==> src/rtl/b1_scfifo_rd_stream.sv <==
`default_nettype none
// ============================================================================
//  Module   : b1_scfifo_rd_stream
//  Brief    : Read-side adapter for b1_scfifo. Drains the FIFO through
//             rdreq/q/empty into a 2-entry registered buffer and presents it
//             as a valid/ready stream. Supports SHOWAHEAD "ON" and "OFF".
//             Optional statistics counters are built when the macro
//             B1_RDSTREAM_STATS_EN is defined; otherwise both outputs are 0.
//  Revision : 1.0 - initial release
// ============================================================================
module b1_scfifo_rd_stream #(
   parameter int    DWIDTH    = 8,
   parameter string SHOWAHEAD = "ON",
   parameter int    CWIDTH    = 16
) (
   input  logic              clk_i,
   input  logic              arst_n_i,
   input  logic              fifo_empty_i,
   input  logic [DWIDTH-1:0] fifo_q_i,
   output logic              fifo_rdreq_o,
   output logic [DWIDTH-1:0] out_data_o,
   output logic              out_valid_o,
   input  logic              out_ready_i,
   output logic [CWIDTH-1:0] xfer_cnt_o,
   output logic [CWIDTH-1:0] stall_cnt_o
);

   localparam bit c_SHOWAHEAD_OFF = (SHOWAHEAD == "OFF");

   // Buffer state: head slot drives the stream, tail slot holds the second word.
   logic [1:0]        occ_q, occ_d;
   logic [DWIDTH-1:0] head_q, head_d;
   logic [DWIDTH-1:0] tail_q, tail_d;

   logic       w_xfer;
   logic       w_push;
   logic       w_inf;
   logic [2:0] w_cred;

   assign out_valid_o = (occ_q != 2'd0);
   assign out_data_o  = head_q;
   assign w_xfer      = out_valid_o & out_ready_i;

   // Free slots, counting a word still in flight as occupied and a word
   // leaving this cycle as already free. occ+inf never exceeds 2.
   assign w_cred = 3'd2 - {1'b0, occ_q} - {2'b00, w_inf} + {2'b00, w_xfer};

   // Reset gating keeps the FIFO untouched while the adapter is held in reset.
   assign fifo_rdreq_o = ~fifo_empty_i & (w_cred != 3'd0) & arst_n_i;

   generate
      if (c_SHOWAHEAD_OFF) begin : g_showahead_off
         logic inf_q;
         // Word requested last cycle appears on fifo_q_i this cycle.
         always_ff @(posedge clk_i or negedge arst_n_i) begin
            if (!arst_n_i) begin
               inf_q <= 1'b0;
            end else begin
               inf_q <= fifo_rdreq_o;
            end
         end
         assign w_inf  = inf_q;
         assign w_push = inf_q;
      end else begin : g_showahead_on
         // Look-ahead data is valid with the request itself.
         assign w_inf  = 1'b0;
         assign w_push = fifo_rdreq_o;
      end
   endgenerate

   // Next buffer contents: push into the first free slot, pop shifts tail to head.
   always_comb begin
      occ_d  = occ_q;
      head_d = head_q;
      tail_d = tail_q;
      case (occ_q)
         2'd0: begin
            if (w_push) begin
               head_d = fifo_q_i;
               occ_d  = 2'd1;
            end
         end
         2'd1: begin
            case ({w_push, w_xfer})
               2'b10: begin
                  tail_d = fifo_q_i;
                  occ_d  = 2'd2;
               end
               2'b11: head_d = fifo_q_i;
               2'b01: occ_d  = 2'd0;
               default: ;
            endcase
         end
         default: begin
            // Credit guarantees no push into a full buffer without a pop.
            if (w_xfer) begin
               head_d = tail_q;
               if (w_push) begin
                  tail_d = fifo_q_i;
               end else begin
                  occ_d = 2'd1;
               end
            end
         end
      endcase
   end

   // Buffer registers; reset discards every buffered word.
   always_ff @(posedge clk_i or negedge arst_n_i) begin
      if (!arst_n_i) begin
         occ_q  <= 2'd0;
         head_q <= '0;
         tail_q <= '0;
      end else begin
         occ_q  <= occ_d;
         head_q <= head_d;
         tail_q <= tail_d;
      end
   end

`ifdef B1_RDSTREAM_STATS_EN
   localparam logic [CWIDTH-1:0] c_CNT_ONE = {{(CWIDTH-1){1'b0}}, 1'b1};

   logic [CWIDTH-1:0] xfer_cnt_q;
   logic [CWIDTH-1:0] stall_cnt_q;

   // Free-running statistics, wrapping naturally at 2^CWIDTH.
   always_ff @(posedge clk_i or negedge arst_n_i) begin
      if (!arst_n_i) begin
         xfer_cnt_q  <= '0;
         stall_cnt_q <= '0;
      end else begin
         if (w_xfer) begin
            xfer_cnt_q <= xfer_cnt_q + c_CNT_ONE;
         end
         if (out_valid_o && !out_ready_i) begin
            stall_cnt_q <= stall_cnt_q + c_CNT_ONE;
         end
      end
   end

   assign xfer_cnt_o  = xfer_cnt_q;
   assign stall_cnt_o = stall_cnt_q;
`else
   assign xfer_cnt_o  = '0;
   assign stall_cnt_o = '0;
`endif

endmodule
`default_nettype wire

==> config.mk <==
export PLATFORM = sky130hd
export DESIGN_NAME = b1_scfifo_rd_stream
export DESIGN_NICKNAME = d
export VERILOG_FILES = /design/src/rtl/b1_scfifo_rd_stream.sv
export SDC_FILE = /design/constraint.sdc
export NUM_CORES = 1
export LEC_CHECK = 0
export CORE_AREA = 2 2 61 63
export CTS_CLUSTER_DIAMETER = 60
export DETAILED_ROUTE_END_ITERATION = 12
export DIE_AREA = 0 0 63 65
export HOLD_SLACK_MARGIN = 0.15
export PLACE_DENSITY_LB_ADDON = 0.1
export SETUP_SLACK_MARGIN = 0.1
export SLEW_MARGIN = 0
export SYNTH_ARGS = -nofsm -noshare
export SYNTH_HDL_FRONTEND = slang
export SYNTH_SLANG_ARGS = --single-unit
==> constraint.sdc <==
create_clock -name clk_i -period 4.7 [get_ports clk_i]
set_clock_uncertainty 0.2 [all_clocks]
set_input_delay 0.47 -clock clk_i [delete_from_list [all_inputs] [get_ports clk_i]]
set_output_delay 0.47 -clock clk_i [all_outputs]
set_load 0.02 [all_outputs]
==> metrics.md, run 1 <==
| Metric | Value |
|---|---|
| Status | finished, final reports clean |
| Placer Congestion | 0.664 |
| Clk sinks | 18 |
| VDD IR-drop max | 228 µV |
| DRC | 0 |
| Clk root buf | clkbuf_4 |
| Max-cap viol count | 0 |
| Flop2flop setup slack | 1.46 ns |
| Fin. Hold Viols | 0 |
| Post-CTS setup buffer count | 0 |
| CTS tree | built |
| Critical path origin | occ_q[1] |
| Final wirelength | 2400 µm |
| Final Cell Area | 0.00146 mm² |
| Initial antenna violation count | 0 |
| Non-filler cells, final | 195 |
| Crit-path max FO | 31 |
| Die area | 0.00410 mm² |
| Worst hold margin | 0.281 ns |
| Yosys warns | 0 |
| Routed length per placed instance | 12.3 µm |
| Critical R2R Capture | tail_q[6] |
| Actual slew at the worst max-slew pin | 0.878 ns |
| Iter 0 DRT Violations | 14 |
| Rows | 22 |
| End point of the critical path | fifo_rdreq_o |
| Clock latency at the later pin of the worst-skew pair | 0.31 ns |
| Critical path type | reg2out |
| Flops & latches, synth | 18 |
| Port Buf Inserts | 21 |
| Syn-to-layout area delta | 12.1% |
| Setup crit start kind | register |
| Pleak | 0.000698 µW |
| Clock transition at path regs | 0.11 ns |
| Relative slew slack | 41.5% |
| Seq/Total Area, Yosys | 34.5% |
| Starting Density | 37.4% |
| Cells after DPL | 191 |
| N_diodes | 0 |
| Achievable frequency | 264 MHz |
| Cells after Synth | 129 |
| Inserted Clock Buffers | 3 |
| CP required | 4.03 ns |
| Worst setup EP type | output port |
| Count of cell types in the netlist | 28 |
| Die Y | 65 µm |
| Mapped Avg Cell Area | 10.1 µm² |
| First-pass GRT wire length | 3900 µm |
| Clk buf depth | 2 |
| R2R cell count | 7 |
| Critical Path Most Common Cell | ha_1 |
| Worst R2R Start | occ_q[1] |
| Core footprint | 0.00350 mm² |
| Final setup fails | 0 |
| Post-Syn Area | 0.00131 mm² |
| Slowest stage delay, CP | 0.93 ns |
| # fillers | 344 |
| PostCTS Resize Cnt | 0 |
| Pwr Density | 593 mW/mm² |
| Total congestion overflow | 0 |
| Vias/cell | 4.73 |
| Worst hold path type | in2async |
| Post-Route Setup TNS | 0 ns |
| Layout cell share with drive strength beyond 1 | 10.2% |
| Vias in the first global route | 824 |
| Slew Limit Fails | 0 |
| Most common cell after layout, fill and taps aside | conb_1 |
| Largest net degree at the start of global routing | 32 |
| Commonest non-fill, non-tap cells in the layout | 32 x conb_1, 21 x clkdlybuf4s50_1, 18 x dfrtp_1 |
| Min Tclk post-route | 3.79 ns |
| Post-route ant nets | 0 |
| Final setup margin | 0.909 ns |
| WP data arrival | 3.12 ns |
| Slowest cell on crit path | dfrtp_1 |
| Unrepaired setup endpoints after global routing | no |
| Fin nets | 162 |
| Die outline width | 63 µm |
| Htree depth | 1 |
| Hold-fix buffers, CTS | 0 |
| Place WS | 1.20 ns |
| Fin crit share | 80.7% |
| Total track usage | 12.4% |
| # IOs | 54 |
| Crit-path cells | or2_2, nand2_1, ha_1, ha_1, and3b_1, nor2_1, clkdlybuf4s50_1 |
| Drt first pass iters | 4 |
| Placed inst area | 0.00143 mm² |
| HPWL Detailed | 1700 µm |
| Via count | 922 |
## how the worst min path moves through the flow
stage	end	slack, ns	cells past startpoint
6_report	occ_q[0]	0.28	2
5_1_grt	occ_q[1]	0.30	2
4_1_cts	tail_q[4]	0.29	2
3_5_place_dp	tail_q[3]	0.30	1
3_3_place_gp	tail_q[6]	0.31	1
2_1_floorplan	occ_q[0]	-0.03	0
## logic make-up after synthesis
kind of cell,synth area share (%)
fa+ha+maj,1.92
mux,15.3
compound gates,17.2
simple gates,9.29
flops,34.5
buf+inv,21.5
other cells,0.287
## worst max-delay path, delay by kind of cell (launching register included)
kind	cells	cell delay [ns]
simple gates	4	0.79
buf+inv	1	0.62
fa+ha+maj	2	0.47
flops	1	0.93
## routing by layer
metal  share of wire [%]  track usage, %  up-vias
li1                    -               -      438
met1                  45            14.7      441
met2                  46            20.6       38
met3                 6.6            2.43        5
met4                 2.3            7.50        0
met5                   0               0        -
## power by group
part	switching, µW	internal (µW)
Combinational	208	248
Sequential	78.9	231
Clock	53.9	47.4
## registers in the layout, summed over array words and instances (netlist names)
name / flops
tail_q: 8
out_data_o: 8
occ_q: 2
## cell type report
cell class	count	area (µm²)	area share, %
Multi-Input combinational cell	102	692	47.3
Sequential cell	18	450	30.8
Timing Repair Buffer	23	225	15.4
Tap cell	48	60.1	4.10
Clock buffer	4	36.3	2.48
## through the flow
stage               power [µW]  utilization (%)
finish                     868             41.9
floorplan                  645                -
global placement           768             40.8
CTS                        876             41.9
global route               933             41.9
detailed placement         772             40.8
## Yosys cell counts
| master | number | area share (%) |
|---|---|---|
| buf_4 | 32 | 18 |
| and3b_1 | 1 | 0.67 |
| or4_1 | 1 | 0.57 |
| buf_2 | 2 | 0.77 |
| nand4_1 | 1 | 0.48 |
| nand3b_1 | 1 | 0.57 |
| nand3_1 | 1 | 0.38 |
| clkbuf_1 | 3 | 0.86 |
| dfrtp_1 | 18 | 34 |
| ha_1 | 2 | 1.9 |
| mux2i_1 | 8 | 6.1 |
| mux2_4 | 8 | 9.2 |
| or3b_1 | 1 | 0.67 |
| nor2_1 | 9 | 2.6 |
| a22o_1 | 1 | 0.67 |
| nor2b_1 | 2 | 0.96 |
| o311a_1 | 8 | 6.1 |
| a2bb2oi_1 | 8 | 5.4 |
| conb_1 | 1 | 0.29 |
| a21o_1 | 1 | 0.57 |
| o21ai_0 | 10 | 3.8 |
| or2_2 | 1 | 0.48 |
| a211o_1 | 1 | 0.67 |
| buf_6 | 1 | 0.86 |
| nand2_1 | 3 | 0.86 |
| or2b_1 | 1 | 0.57 |
| nand2b_1 | 1 | 0.48 |
| buf_1 | 2 | 0.57 |
(Power assumes the default switching activity.)
==> run 2: changes to the inputs <==
==> constraint.sdc (replaced) <==
create_clock -name clk_i -period 3.35 [get_ports clk_i]
set_clock_uncertainty 0.2 [all_clocks]
set_input_delay 0.335 -clock clk_i [delete_from_list [all_inputs] [get_ports clk_i]]
set_output_delay 0.335 -clock clk_i [all_outputs]
set_load 0.02 [all_outputs]
==> run 2 against run 1 <==
  * Design area increased by 0.60%
  * Routed wire length increased by 4.0%
  * Sequential share of layout area decreased by 0.18 points
  * Sequential power increased by 33%
  * Via count decreased by 2.3%
  * Critical path depth unchanged
  * Core utilization increased by 0.25 points
  * Critical path type unchanged
  * Critical endpoint unchanged
  * Largest cell class unchanged
==> metrics.md, run 2 (same netlist as run 1, synthesis figures left out) <==
| Metric | Value |
|---|---|
| Worst hold margin | 0.243 ns |
| # IOs | 54 |
| Htree depth | 1 |
| Fin nets | 165 |
| Switching Share | 39.5% |
| Initial antenna violation count | 0 |
| Crit-path max FO | 6 |
| Clock transition at path regs | 0.11 ns |
| Final wirelength | 2500 µm |
| CP required | 2.81 ns |
| Via count | 901 |
| Fin crit share | 89.1% |
| Vias/cell | 4.57 |
| VDD IR-drop max | 299 µV |
| Internal cell power | 729 µW |
| CTS tree | built |
| Placer Congestion | 0.700 |
| Unrepaired setup endpoints after global routing | no |
| Starting Density | 37.4% |
| Total congestion overflow | 0 |
| Clock latency at the later pin of the worst-skew pair | 0.29 ns |
| Achievable frequency | 335 MHz |
| Max-cap viol count | 0 |
| Rows | 22 |
| Slew Limit Fails | 0 |
| Drt first pass iters | 4 |
| Final setup fails | 0 |
| HPWL Detailed | 1740 µm |
| Area of the multi-input gates | 692 µm² |
| Sum of buffers and inverters on the critical path | 1 |
| First-pass GRT wire length | 4150 µm |
| Reg power frac | 34.1% |
| Syn-to-layout area delta | 12.7% |
| Slowest stage delay, CP | 0.63 ns |
| Layout cell share with drive strength beyond 1 | 11.4% |
| DRC | 0 |
| # fillers | 354 |
| WP data arrival | 2.45 ns |
| Core footprint | 0.00350 mm² |
| Total track usage | 13.1% |
| Post-Route Setup TNS | 0 ns |
| NetSw | 475 µW |
| N_diodes | 0 |
| Clk pwr share | 9.2% |
| Largest net degree at the start of global routing | 31 |
| Worst hold path type | in2async |
| Inserted Clock Buffers | 3 |
| Power Total | 1200 µW |
| PostCTS Resize Cnt | 0 |
| Iter 0 DRT Violations | 11 |
| Post-CTS setup buffer count | 0 |
| Final setup margin | 0.364 ns |
| Hold-fix buffers, CTS | 0 |
| Commonest non-fill, non-tap cells in the layout | 32 x conb_1, 21 x clkdlybuf4s50_1, 18 x dfrtp_1 |
| Pleak | 0.000706 µW |
| Clk root buf | clkbuf_4 |
| Crit-path cells | or2_2, nand2_1, ha_1, ha_1, and3b_1, nor2_1, clkdlybuf4s50_1 |
| Die area | 0.00410 mm² |
| Place WS | 0.517 ns |
| Status | finished, final reports clean |
| Comb pwr share | 56.7% |
| Min Tclk post-route | 2.99 ns |
| Fin. Hold Viols | 0 |
| Die Y | 65 µm |
| Port Buf Inserts | 21 |
| CP delay by family, top | simple AND/OR/NAND/NOR gates |
| Routed length per placed instance | 12.7 µm |
| Most common cell after layout, fill and taps aside | conb_1 |
| Clk sinks | 18 |
| Clk buf depth | 2 |
| Worst setup EP type | output port |
| Cells after DPL | 194 |
| Seq. cell area | 450 µm² |
| Pwr Density | 818 mW/mm² |
| Setup crit start kind | register |
| Post-route ant nets | 0 |
| Slowest cell on crit path | clkdlybuf4s50_1 |
| Die outline width | 63 µm |
| Vias in the first global route | 831 |
| Critical Path Most Common Cell | ha_1 |
| Non-filler cells, final | 197 |
| Critical path type | reg2out |
run 2: metal layers:
metal	routed length, µm	up-vias	share of wire [%]	track usage [%]
met5	0	-	0	0
met4	17	0	0.68	6.39
met3	130	2	5.2	2.08
met2	1120	35	45	18.5
met1	1240	425	49	19.2
li1	-	439	-	-
run 2: area by class of cell:
cell class / instances / area share [%]
Tap cell: 48 / 4.08
Sequential cell: 18 / 30.6
Timing Repair Buffer: 26 / 16.8
Multi-Input combinational cell: 102 / 47.0
Clock buffer: 3 / 1.53
run 2: path summary, 6_finish.rpt:
check	to	start	cells past startpoint	slack, ns
setup / recovery	fifo_rdreq_o	occ_q[0]	7	0.36
hold reg to reg	tail_q[0]	tail_q[0]	1	0.32
max in group asynchronous	out_data_o[0]	arst_n_i	2	2.50
min in group clk_i	tail_q[0]	tail_q[0]	1	0.32
hold / removal	out_data_o[5]	arst_n_i	2	0.24
setup reg to reg	tail_q[4]	occ_q[0]	8	0.69
run 2: power by group through the flow:
stage	Combinational, µW	Clock, µW	Sequential [µW]
CTS	691	114	411
finish	683	111	411
floorplan	446	0	458
detailed placement	687	0	415
global route	751	124	429
global placement	681	0	414
run 2: per-stage QoR:
step | utilization (%) | cell area [µm²]
floorplan | - | 1420
global placement | 41.5 | 1450
detailed placement | 41.5 | 1450
CTS | 42.1 | 1470
global route | 42.1 | 1470
finish | 42.1 | 1470
